===== config.mk =====
export PLATFORM = sky130hd
export DESIGN_NAME = display_scan_bcd_flat
export DESIGN_NICKNAME = d
export VERILOG_FILES = /design/src/rtl/display_scan_bcd_if.sv /design/src/rtl/display_scan_bcd.sv /design/src/flat_wrapper.sv
export SDC_FILE = /design/constraint.sdc
export NUM_CORES = 1
export LEC_CHECK = 0
export BUFFER_PORTS_ARGS = -buffer_cell sky130_fd_sc_hd__buf_2
export CORE_ASPECT_RATIO = 0.7
export CORE_MARGIN = 2
export CORE_UTILIZATION = 55
export CTS_CLUSTER_SIZE = 20
export DETAILED_ROUTE_END_ITERATION = 12
export HOLD_SLACK_MARGIN = 0.08
export PLACE_DENSITY = 0.82
export SLEW_MARGIN = 20
export SYNTH_ARGS = -nofsm -noshare
export SYNTH_HDL_FRONTEND = slang
export SYNTH_SLANG_ARGS = --single-unit

===== constraint.sdc =====
create_clock -name clk -period 7.1 [get_ports clk]
set_clock_uncertainty 0.1 [all_clocks]
set_input_delay 0.355 -clock clk [delete_from_list [all_inputs] [get_ports clk]]
set_output_delay 0.355 -clock clk [all_outputs]
set_load 0.05 [all_outputs]

===== src/rtl/display_scan_bcd_if.sv =====
// Panel-side bundle for the multiplexed 7-segment scanner: frame data in,
// shared segment bus and digit enables out.
interface display_scan_bcd_if #(
  parameter int N_DIGITS = 4
);
  logic [4*N_DIGITS-1:0] digits_in;
  logic [N_DIGITS-1:0]   dp_in;
  logic                  blank_lz;
  logic [6:0]            seg_n;
  logic                  dp_n;
  logic [N_DIGITS-1:0]   an_n;
  logic                  frame_start;

  modport master (
    output digits_in, dp_in, blank_lz,
    input  seg_n, dp_n, an_n, frame_start
  );

  modport slave (
    input  digits_in, dp_in, blank_lz,
    output seg_n, dp_n, an_n, frame_start
  );
endinterface


===== src/rtl/display_scan_bcd.sv =====
// Multiplexed 7-segment scanner: latches one coherent BCD frame, lights one digit
// per slot after an all-off guard interval, active-low decode, leading-zero blanking.
module display_scan_bcd #(
  parameter int N_DIGITS     = 4,
  parameter int REFRESH_DIV  = 50000,
  parameter int GUARD_CYCLES = 2
) (
  input  logic               clk,
  input  logic               reset,
  display_scan_bcd_if.slave  bus
);

  localparam int CW = $clog2(REFRESH_DIV);
  localparam int IW = (N_DIGITS > 1) ? $clog2(N_DIGITS) : 1;

  localparam logic [CW-1:0] SLOT_LAST = CW'(REFRESH_DIV - 1);
  localparam logic [CW-1:0] GUARD_END = CW'(GUARD_CYCLES);
  localparam logic [IW-1:0] IDX_LAST  = IW'(N_DIGITS - 1);

  logic [CW-1:0]         slot_cnt;
  logic [IW-1:0]         idx;
  logic [4*N_DIGITS-1:0] digits_sh;
  logic [N_DIGITS-1:0]   dp_sh;
  logic                  blank_lz_sh;

  logic [6:0]            seg_q;
  logic                  dp_q;
  logic [N_DIGITS-1:0]   an_q;
  logic                  frame_start_q;

  logic                  frame_load;
  logic [N_DIGITS-1:0]   lz_blank;
  logic                  zero_above;
  logic [N_DIGITS-1:0]   sel;
  logic [3:0]            cur_digit;
  logic                  cur_dp;
  logic                  cur_blank;
  logic [6:0]            seg_d;
  logic                  dp_d;
  logic [N_DIGITS-1:0]   an_d;

  function automatic logic [6:0] bcd_to_seg(input logic [3:0] d);
    logic [6:0] s;
    case (d)
      4'd0:    s = 7'b1000000;
      4'd1:    s = 7'b1111001;
      4'd2:    s = 7'b0100100;
      4'd3:    s = 7'b0110000;
      4'd4:    s = 7'b0011001;
      4'd5:    s = 7'b0010010;
      4'd6:    s = 7'b0000010;
      4'd7:    s = 7'b1111000;
      4'd8:    s = 7'b0000000;
      4'd9:    s = 7'b0010000;
      default: s = 7'b0111111;
    endcase
    return s;
  endfunction

  assign frame_load = (slot_cnt == '0) && (idx == '0);

  // Walk from the most significant digit down; a digit is a leading zero while
  // every digit at or above it is zero. Digit 0 is always shown.
  always_comb begin
    lz_blank   = '0;
    zero_above = 1'b1;
    for (int unsigned j = 0; j < N_DIGITS; j++) begin
      zero_above = zero_above & (digits_sh[4*(N_DIGITS-1-j) +: 4] == 4'd0);
      if (N_DIGITS - 1 - j != 0)
        lz_blank[N_DIGITS-1-j] = blank_lz_sh & zero_above;
    end
  end

  always_comb begin
    sel       = '0;
    cur_digit = '0;
    cur_dp    = 1'b0;
    cur_blank = 1'b0;
    for (int unsigned k = 0; k < N_DIGITS; k++) begin
      if (idx == IW'(k)) begin
        sel[k]    = 1'b1;
        cur_digit = digits_sh[4*k +: 4];
        cur_dp    = dp_sh[k];
        cur_blank = lz_blank[k];
      end
    end
  end

  always_comb begin
    seg_d = '1;
    dp_d  = 1'b1;
    an_d  = '1;
    if (slot_cnt >= GUARD_END && !cur_blank) begin
      seg_d = bcd_to_seg(cur_digit);
      dp_d  = ~cur_dp;
      an_d  = ~sel;
    end
  end

  always_ff @(posedge clk or negedge reset) begin
    if (!reset) begin
      slot_cnt <= '0;
      idx      <= '0;
    end else if (slot_cnt == SLOT_LAST) begin
      slot_cnt <= '0;
      idx      <= (idx == IDX_LAST) ? '0 : idx + 1'b1;
    end else begin
      slot_cnt <= slot_cnt + 1'b1;
    end
  end

  always_ff @(posedge clk or negedge reset) begin
    if (!reset) begin
      digits_sh   <= '0;
      dp_sh       <= '0;
      blank_lz_sh <= 1'b0;
    end else if (frame_load) begin
      digits_sh   <= bus.digits_in;
      dp_sh       <= bus.dp_in;
      blank_lz_sh <= bus.blank_lz;
    end
  end

  always_ff @(posedge clk or negedge reset) begin
    if (!reset) begin
      seg_q         <= '1;
      dp_q          <= 1'b1;
      an_q          <= '1;
      frame_start_q <= 1'b0;
    end else begin
      seg_q         <= seg_d;
      dp_q          <= dp_d;
      an_q          <= an_d;
      frame_start_q <= frame_load;
    end
  end

  assign bus.seg_n       = seg_q;
  assign bus.dp_n        = dp_q;
  assign bus.an_n        = an_q;
  assign bus.frame_start = frame_start_q;

endmodule


===== src/flat_wrapper.sv =====
// flat-port wrapper written by rule: the top's interface ports become plain ports
module display_scan_bcd_flat 
#(
  parameter int N_DIGITS     = 4,
  parameter int REFRESH_DIV  = 50000,
  parameter int GUARD_CYCLES = 2
)
  (clk, reset, bus_digits_in, bus_dp_in, bus_blank_lz, bus_seg_n, bus_dp_n, bus_an_n, bus_frame_start);
  display_scan_bcd_if #(.N_DIGITS(N_DIGITS)) bus_i ();
  input  logic clk;
  input  logic reset;
  input wire logic [$bits(bus_i.digits_in)-1:0] bus_digits_in;
  input wire logic [$bits(bus_i.dp_in)-1:0] bus_dp_in;
  input wire logic [$bits(bus_i.blank_lz)-1:0] bus_blank_lz;
  output wire logic [$bits(bus_i.seg_n)-1:0] bus_seg_n;
  output wire logic [$bits(bus_i.dp_n)-1:0] bus_dp_n;
  output wire logic [$bits(bus_i.an_n)-1:0] bus_an_n;
  output wire logic [$bits(bus_i.frame_start)-1:0] bus_frame_start;
  assign bus_i.digits_in = bus_digits_in;
  assign bus_i.dp_in = bus_dp_in;
  assign bus_i.blank_lz = bus_blank_lz;
  assign bus_seg_n = bus_i.seg_n;
  assign bus_dp_n = bus_i.dp_n;
  assign bus_an_n = bus_i.an_n;
  assign bus_frame_start = bus_i.frame_start;
  display_scan_bcd #(.N_DIGITS(N_DIGITS), .REFRESH_DIV(REFRESH_DIV), .GUARD_CYCLES(GUARD_CYCLES)) u_core (.clk(clk), .reset(reset), .bus(bus_i));
endmodule

### Word-level counts from Yosys, hierarchy flattened

Memories as Yosys holds them, arrays and structs flattened.
Index checks and enable logic that the tools add are counted.

| word-level totals | value |
|---|---|
| memories | 1 |
| flip-flop bits (word level) | 52 |
| input port bits | 23 |
| output and inout port bits | 13 |
| logic and storage cells | 52 |
| memory bits (read-only) | 112 |

| operators by class | value |
|---|---|
| reductions and logical operators | 8 |
| bitwise logic cells | 7 |
| muxes and demuxes | 20 |
| eq/ne operators | 4 |
| add/sub/neg operators | 2 |
| magnitude comparators | 1 |

Memories:

| memory | words | bits a word | read ports | clocked after memory_dff | write ports | RTL line | RTL |
|---|---|---|---|---|---|---|---|
| (no name shown) | 16 | 7 | 1 | 0 | 0 | display_scan_bcd.sv:44 | `case (d)` |

Operator list:

| kind | number |
|---|---|
| 4-bit 2-to-1 mux | 5 |
| 16-bit by 1-bit adder with 16-bit output, second input constant | 1 |
| 16-bit == test, second input constant | 1 |
| 16-bit by 2-bit >= comparator with 1-bit output, second input constant | 1 |
| 16-bit zero test | 1 |
| 16-bit 2-to-1 mux | 1 |
| 4-bit zero test | 3 |
| 1-bit 2-to-1 mux | 12 |
| 7-bit 2-to-1 mux | 1 |
| 1-bit bitwise AND | 5 |
| 2-bit == test, second input constant | 2 |
| 4-bit NOT | 1 |
| 2-bit by 1-bit adder with 2-bit output, second input constant | 1 |
| 2-bit by 1-bit == test with 1-bit output, second input constant | 1 |
| 1-bit logical AND | 2 |
| 2-bit zero test | 1 |
| 2-bit 2-to-1 mux | 1 |
| 1-bit zero test | 1 |
| 1-bit NOT | 1 |

### Depth between registers and ports, before layout

Gate-level depths: netlist of run 1.

| logic depth | value |
|---|---|
| word-level depth | 10 |
| gate-level depth with buffers | 12 |
| depth with buffers taken out | 11 |

### Least setup slack after synthesis of run 1

No wires, ideal clock.

| timing path | value |
|---|---|
| kind | register to register |
| start point | reg u_core.idx[0] |
| end point | reg u_core.seg_q[3], in the netlist u_core.bus.seg_n[3] |
| data required time | 6.921 ns |
| buffers on the path | 2 |
| slack | 4.500 ns |
| data arrival time | 2.421 ns |
| stages on the path, launching flop included | 11 |
| cell sequence | dfrtp_1 > ha_1 > clkbuf_1 > buf_1 > a211oi_1 > a211oi_1 > inv_1 > ha_1 > nor3_1 > a221oi_1 > o21ai_0 |

| on the way | value |
|---|---|
| word-level cells in the longest chain between the ends | 7 |

Ends and longest elaborated chain:

| what | RTL line | RTL |
|---|---|---|
| start, declared | display_scan_bcd.sv:21 | `logic [IW-1:0] idx;` |
| start signal, assigned | display_scan_bcd.sv:106 | `idx <= (idx == IDX_LAST) ? '0 : idx + 1'b1;` |
| 2-bit zero test / 2-bit by 1-bit == test with 1-bit output (equally long branches) | display_scan_bcd.sv:80 | `if (idx == IW'(k)) begin` |
| 4-bit 2-to-1 mux / 1-bit 2-to-1 mux (equally long branches) (3 in series) | display_scan_bcd.sv:80 |  |
| 4-bit 2-to-1 mux / 1-bit zero test (equally long branches) | display_scan_bcd.sv:80, display_scan_bcd.sv:93 |  |
| memory read 16 x 7 bit / 1-bit logical AND (equally long branches) | -- |  |
| 7-bit 2-to-1 mux * | display_scan_bcd.sv:93 | `if (slot_cnt >= GUARD_END && !cur_blank) begin` |
| named net u_core.seg_d[3] | display_scan_bcd.sv:38 | `logic [6:0] seg_d;` |
| end signal, assigned | display_scan_bcd.sv:131 | `seg_q <= seg_d;` |
| end, declared | display_scan_bcd.sv:26 | `logic [6:0] seg_q;` |

Mark *: on every way through the listed nets, which the timed path passes. The rest lies on a longest branch.
A chain may end at the register's enable or synchronous reset.

### Final worst setup path of run 1

| timing path | value |
|---|---|
| start point | reg u_core.idx[0] |
| end point | reg u_core.seg_q[4], in the netlist u_core.bus.seg_n[4] |

Same word-level chain as after synthesis.

==> metrics, run 1 <==
status=completed; Rel. slew slack=0.444; min setup slack post-route=4110 ps; post-route antenna net violation count=0; Worst-path clk slew=90 ps; Starting Density=0.570; hold crit path type=input port to flop; Worst-Margin Slew=832 ps; Final Util=0.635; peak supply drop=about 0.13 mV; First-pass DRT Iterations=4; WP buf/inv=1; crit-path cells=ha_1 > a211oi_1 > a211oi_1 > inv_1 > ha_1 > nor3_1 > a221oi_1 > o21ai_0; synth unique cells=between 40 and 50; pwr/cell area=between 150 and 200 mW/mm2; slowest CP cell=a211oi_1; warnings from Yosys=0; CP top delay family=compound AO/OA/AOI/OAI gates; clock period minus worst slack=about 3000 ps; Layout area overhead=11.4%; die height=about 63 um; worst skew pair latency=around 300 ps; num rows=21; Clock Sink Count=between 50 and 60; Final setup viols=0; clock root buffer=clkbuf_8; Static Leak=1.38 nW; DP HPWL=roughly 3800 um; critical path endpoint category=flop; Synth Register Bits=52; Total Wirelength=between 5000 and 6000 um; total gr overflow=0; mapped cell area=approximately 0.0027 mm2; hold_ws=181 ps; H-tree levels=2; share of cells above drive strength 1=0.310; CTS tree=done; fillcell total=~380; vias in the first global route=1796; post-route clock period utilization=0.421; nets@finish=between 300 and 400; Final Hold Fails=0; Mean Syn Cell Area=11.7 um2; crit path launch type=flop; Data required, critical path=~7000 ps; Worst path max stage delay=approximately 660 ps; most common cell after layout, fill and taps aside=dfrtp_1; Post-Syn Instances=231; max-cap violation count=0; Post-Place Worst Slack=roughly 4200 ps; CTS max path bufs=2; CTS Hold Bufs=0; post-route cell area=slightly above 0.003 mm2; core area=~0.0048 mm2; DR vias=1889; Setup Buffers After CTS=0; clock buffer count from CTS=5; PostCTS Resize Cnt=0; Max FO, Critical Path=19; Post-DP Area=just under 0.003 mm2; syn_nets=roughly 270; antenna violations before repair=0; routed vias/inst=between 5 and 6; Worst Setup Path Type=flop to flop; I/O pin count=36; Max Clk Rate=between 0.3 and 0.4 GHz; post-synthesis sequential area ratio=0.486; Setup TNS=0 ps; RSZ-0062 raised after global routing=false; all-layer global routing usage=0.209; leading cell types in the layout, fill and taps excluded=dfrtp_1 (40), buf_2 (34), mux2_4 (19), nand2_1 (18); initial drt markers=106; first-pass GRT wire length=around 8800 um; CP arrival=just over 3000 ps; routability cong.=0.843; largest net degree at the start of global routing=53; # DRC=0; Final Max Slew Viols=0; IO buf count=35; Die Wd=between 80 and 90 um; Wirelength per Cell=15.4 um; Die Footprint=between 0.005 and 0.006 mm2; Antenna diodes=0
==> synthesized netlist by cell type <==
library cell | number | area share
mux2_4 | 19 | 0.11
buf_1 | 1 | 0.0014
or4_1 | 2 | 0.0055
o2111ai_1 | 1 | 0.0032
nand2_1 | 18 | 0.025
a211oi_1 | 3 | 0.0083
a221oi_1 | 4 | 0.013
nand2b_1 | 2 | 0.0046
or2_2 | 1 | 0.0023
nor4_1 | 7 | 0.016
ha_1 | 13 | 0.060
or4_4 | 1 | 0.0042
buf_6 | 1 | 0.0042
buf_2 | 1 | 0.0018
nand3_1 | 6 | 0.011
inv_1 | 9 | 0.012
mux2_2 | 4 | 0.017
or3b_2 | 2 | 0.0065
and3_1 | 3 | 0.0069
nand4_1 | 4 | 0.0092
buf_12 | 2 | 0.015
dfrtp_1 | 40 | 0.37
a21boi_0 | 1 | 0.0028
o211a_1 | 1 | 0.0037
and3b_1 | 2 | 0.0065
a211o_1 | 2 | 0.0065
a311oi_1 | 1 | 0.0032
nor2b_1 | 6 | 0.014
xnor2_1 | 6 | 0.019
clkbuf_1 | 3 | 0.0042
o211ai_1 | 6 | 0.017
o32a_1 | 1 | 0.0037
nor2_1 | 13 | 0.018
nor3_1 | 5 | 0.0092
xor2_1 | 8 | 0.026
a21oi_1 | 3 | 0.0055
nand3b_1 | 2 | 0.0055
nor2_4 | 1 | 0.0042
dfstp_2 | 12 | 0.12
o21ai_0 | 6 | 0.011
nor3b_1 | 2 | 0.0055
and4_1 | 2 | 0.0065
or3_1 | 2 | 0.0046
o31ai_1 | 2 | 0.0055
==> path summary, 6_finish.rpt <==
kind                                     start                  end  slack [ps]  depth (start not counted)
setup / recovery                 u_core.idx[0]  u_core.bus.seg_n[4]        4110                          8
hold / removal                    bus_dp_in[0]      u_core.dp_sh[0]         180                          2
setup reg to reg                 u_core.idx[0]  u_core.bus.seg_n[4]        4110                          8
hold reg to reg            u_core.slot_cnt[10]  u_core.slot_cnt[10]         400                          1
max in group asynchronous                reset  u_core.slot_cnt[13]        5980                          2
min in group asynchronous                reset   u_core.blank_lz_sh         520                          2
==> cell families (layout without fill, tap and decap cells) <==
group / after synthesis / after routing / synth area share
buf+inv: 17 / 54 / 0.0388
compound gates: 31 / 31 / 0.0831
simple gates: 81 / 81 / 0.165
xor+xnor: 14 / 14 / 0.0452
flops: 52 / 52 / 0.486
fa+ha+maj: 13 / 13 / 0.0600
mux: 23 / 23 / 0.122
==> worst register-to-register path, delay by kind of cell (launching register included) <==
kind	cells	cell delay, ps
AO/OA/AOI/OAI	4	1170
adder cells (fa/ha/maj)	2	810
flip-flops	1	420
buffers and inverters	1	210
AND/OR/NAND/NOR	1	200
==> per-layer routing <==
metal  global-route usage  wire, um
met5                    0         0
met4               0.0577        50
met3               0.0396       314
met2                0.304      2290
met1                0.318      2540
==> power by group <==
| group | leakage [nW] | total, mW | switching (mW) | internal, mW |
|---|---|---|---|---|
| Combinational | 0.702 | 0.0527 | 0.0318 | 0.0209 |
| Clock | 0.0515 | 0.178 | 0.0894 | 0.0890 |
| Sequential | 0.622 | 0.315 | 0.00650 | 0.308 |
==> cell type report <==
cell class                      instances  area [um2]  share of cell area
Tap cell                               69        86.3              0.0286
Clock buffer                            8         100              0.0331
Timing Repair Buffer                   37         195              0.0646
Inverter                                9        33.8              0.0112
Multi-Input combinational cell        162        1290               0.427
Sequential cell                        52        1320               0.436
==> metrics by stage <==
step	instances	total power [mW]
global placement	328	0.371
CTS	336	0.553
detailed placement	328	0.373
global route	337	0.574
finish	337	0.546
floorplan	231	0.352
==> sequential cells by signal, indices dropped and copies added (netlist names) <==
name	cells
u_core.bus.frame_start	1
u_core.idx	2
u_core.digits_sh	16
u_core.bus.seg_n	7
u_core.slot_cnt	16
u_core.blank_lz_sh	1
u_core.dp_sh	4
u_core.bus.an_n	4
u_core.bus.dp_n	1
(Power assumes the default switching activity.)
==> run 2: changes to the inputs <==
- ABC_AREA: unset -> 1
- CORE_UTILIZATION: 55 -> 52
- PLACE_DENSITY: 0.82 -> 0.81
- clock period: 7.1 -> 2.4 ns (I/O delays scaled with it)
==> run 2 against run 1 <==
Net effect:
- non-clock buffer count increased by 23
- via count increased by 24%
- core utilization increased by 3.1 points
- synthesized cell count increased by 46%
- maximum frequency increased by 40%
- count of clock-buffer cells in the layout decreased by 1
- design area increased by 7.8%
- critical path type unchanged
==> metrics, run 2 <==
status=completed (unchanged); num rows=21 (unchanged); Starting Density=0.552 (was 0.570); Final setup viols=0 (unchanged); WP buf/inv=1 (unchanged); most common cell after layout, fill and taps aside=nand2_1 (was dfrtp_1); # DRC=0 (unchanged); Net Sw Power=0.397 mW (was 0.128 mW); DR vias=2346 (was 1889); post-route clock period utilization=0.888 (was 0.421); post-synthesis sequential area ratio=0.487 (was 0.486); mapped cell area=0.00270 mm2 (was 0.00271 mm2); CTS max path bufs=2 (unchanged); share of cells above drive strength 1=0.175 (was 0.310); Layout area overhead=20.6% (was 11.4%); Main synth FF type=dfrtp_1 (unchanged); combinational power share=0.115 (was 0.097); First-pass DRT Iterations=5 (was 4); Post-synth top cells=nand2_1 (115), dfrtp_1 (40), inv_1 (35), nand3_1 (31), nor2_1 (28) (was dfrtp_1 (40), mux2_4 (19), nand2_1 (18), ha_1 (13), nor2_1 (13)); routed vias/inst=5.00 (was 5.61); CTS tree=done (unchanged); first-pass GRT wire length=10100 um (was 8830 um); PostCTS Resize Cnt=0 (unchanged); post-synth top area share=0.371 (was 0.369); crit-path cells=inv_1 > ha_1 > nand3_1 > nand2_1 > nand2_1 > nand2_1 > nand2_1 > ha_1 > nand3_1 > nand3_1 > nand3_1 (was ha_1 > a211oi_1 > a211oi_1 > inv_1 > ha_1 > nor3_1 > a221oi_1 > o21ai_0); peak supply drop=0.345 mV (was 0.126 mV); largest net degree at the start of global routing=30 (was 53); initial drt markers=218 (was 106); hold crit path type=input port to asynchronous set/reset pin (was input port to flop); Final Hold Fails=0 (unchanged); synth unique cells=28 (was 44); Worst-path clk slew=90 ps (about the same); crit path launch type=flop (unchanged); Clock Sink Count=52 (unchanged); post-route antenna net violation count=0 (unchanged); Worst path max stage delay=430 ps (was 660 ps); Sequential Power Share=0.585 (was 0.577); Setup Buffers After CTS=0 (unchanged); Max FO, Critical Path=7 (was 19); all-layer global routing usage=0.221 (was 0.209); share of flip-flops with an asynchronous set or reset=1.00 (unchanged); I/O pin count=36 (unchanged); Rel. slew slack=0.628 (was 0.444); critical path endpoint category=flop (unchanged); slowest CP cell=dfrtp_1 (was a211oi_1); Static Leak=1.68 nW (was 1.38 nW); clock period minus worst slack=2130 ps (was 2990 ps); Max Clk Rate=0.469 GHz (was 0.334 GHz); Antenna diodes=0 (unchanged); Total Wirelength=6000 um (was 5190 um); syn_nets=374 (was 267); routability cong.=0.888 (was 0.843); IO buf count=35 (unchanged); leading cell types in the layout, fill and taps excluded=nand2_1 (115), dfrtp_1 (40), inv_1 (35), buf_2 (35), nand3_1 (31) (was dfrtp_1 (40), buf_2 (34), mux2_4 (19), nand2_1 (18)); Worst-Margin Slew=558 ps (was 832 ps); DP HPWL=4150 um (was 3820 um); Die Wd=90.1 um (was 87.9 um); antenna violations before repair=0 (unchanged); cell taking the most area after synthesis=dfrtp_1 (unchanged); Setup TNS=0 ps (unchanged); Post-Syn Instances=338 (was 231); Clk pwr share=0.300 (was 0.327); switch share=0.250 (was 0.234); warnings from Yosys=0 (unchanged); total gr overflow=0 (unchanged); clock buffer count from CTS=5 (unchanged); top-count cell post-synth=nand2_1 (was dfrtp_1); core area=0.00489 mm2 (was 0.00476 mm2); worst skew pair latency=300 ps (about the same); CP arrival=2270 ps (was 3090 ps); Post-synth EDFFs=0 (unchanged); Worst Setup Path Type=flop to flop (unchanged); nets@finish=435 (was 303); clock root buffer=clkbuf_8 (unchanged); H-tree levels=2 (unchanged); Final Max Slew Viols=0 (unchanged); vias in the first global route=2172 (was 1796); Mean Syn Cell Area=7.99 um2 (was 11.7 um2); CTS Hold Bufs=22 (was 0); CP top delay family=simple AND/OR/NAND/NOR gates (was compound AO/OA/AOI/OAI gates); Synth Register Bits=52 (unchanged); Final Util=0.666 (was 0.635); ranking of synthesized cells by area=dfrtp_1 (37%), nand2_1 (16%), dfstp_2 (12%) (was dfrtp_1 (37%), dfstp_2 (12%), mux2_4 (11%)); RSZ-0062 raised after global routing=false (unchanged); pwr/cell area=487 mW/mm2 (was 181 mW/mm2); Die Footprint=0.00579 mm2 (was 0.00551 mm2); die height=64.3 um (was 62.7 um); max-cap violation count=0 (unchanged); Pint=1.19 mW (was 0.418 mW); Wirelength per Cell=12.8 um (was 15.4 um); Data required, critical path=2540 ps (was 7200 ps)
==> run 2: kinds of logic (layout without fill, tap and decap cells) <==
| kind of cell | count (synthesis) | in the layout | share of synthesized area |
|---|---|---|---|
| and+or+nand+nor | 198 | 198 | 0.315 |
| DFF | 52 | 52 | 0.487 |
| buffers and inverters | 44 | 106 | 0.0681 |
| AOI/OAI and AO/OA | 25 | 25 | 0.0496 |
| adders and majority gates | 13 | 13 | 0.0602 |
| xor gates and xnor gates | 6 | 6 | 0.0195 |
==> run 2: cell type report <==
class                           count  area, um2
Tap cell                           69       86.3
Multi-Input combinational cell    242       1200
Sequential cell                    52       1320
Inverter                           38        143
Timing Repair Buffer               60        430
Clock buffer                        7       76.3
Clock inverter                      1       5.00
Fill cell                         432       1630
==> run 2: routing by layer <==
layer | share of wire | up-vias | GRT usage
met2 | 0.42 | 79 | 0.342
met1 | 0.51 | 1079 | 0.325
met4 | 0.0073 | 0 | 0.0519
met5 | 0 | - | 0
li1 | - | 1183 | -
met3 | 0.057 | 5 | 0.0401
==> run 2: stage by stage <==
stage / instance area, um2 / hold WS (ps) / worst slack, ps / cells / total power, mW
after global placement: 2960 / 38.5 / 449 / 439 / 1.09
after detailed placement: 2960 / 37.4 / 320 / 439 / 1.09
after CTS: 3260 / 245 / 302 / 469 / 1.59
after floorplan: 2700 / -276 / 573 / 338 / 1.03
final: 3260 / 233 / 270 / 469 / 1.58
after global routing: 3260 / 300 / 85.4 / 469 / 1.66
==> run 2: power groups by stage <==
| stage | combinational (mW) | clock, mW | sequential, mW |
|---|---|---|---|
| CTS | 0.180 | 0.483 | 0.926 |
| detailed placement | 0.152 | 0 | 0.942 |
| finish | 0.182 | 0.476 | 0.927 |
| global route | 0.201 | 0.527 | 0.930 |
| floorplan | 0.0504 | 0 | 0.981 |
| global placement | 0.148 | 0 | 0.942 |
==> run 2: worst paths after layout <==
check	to	cells past startpoint	from	slack [ps]
setup reg to reg	u_core.bus.seg_n[3]	11	u_core.idx[0]	270
hold / removal	u_core.digits_sh[13]	2	reset	230
hold reg to reg	u_core.slot_cnt[0]	1	u_core.slot_cnt[0]	410
setup / recovery	u_core.bus.seg_n[3]	11	u_core.idx[0]	270
min in group clk	u_core.slot_cnt[0]	1	u_core.slot_cnt[0]	410
max in group asynchronous	u_core.bus.an_n[3]	3	reset	1350
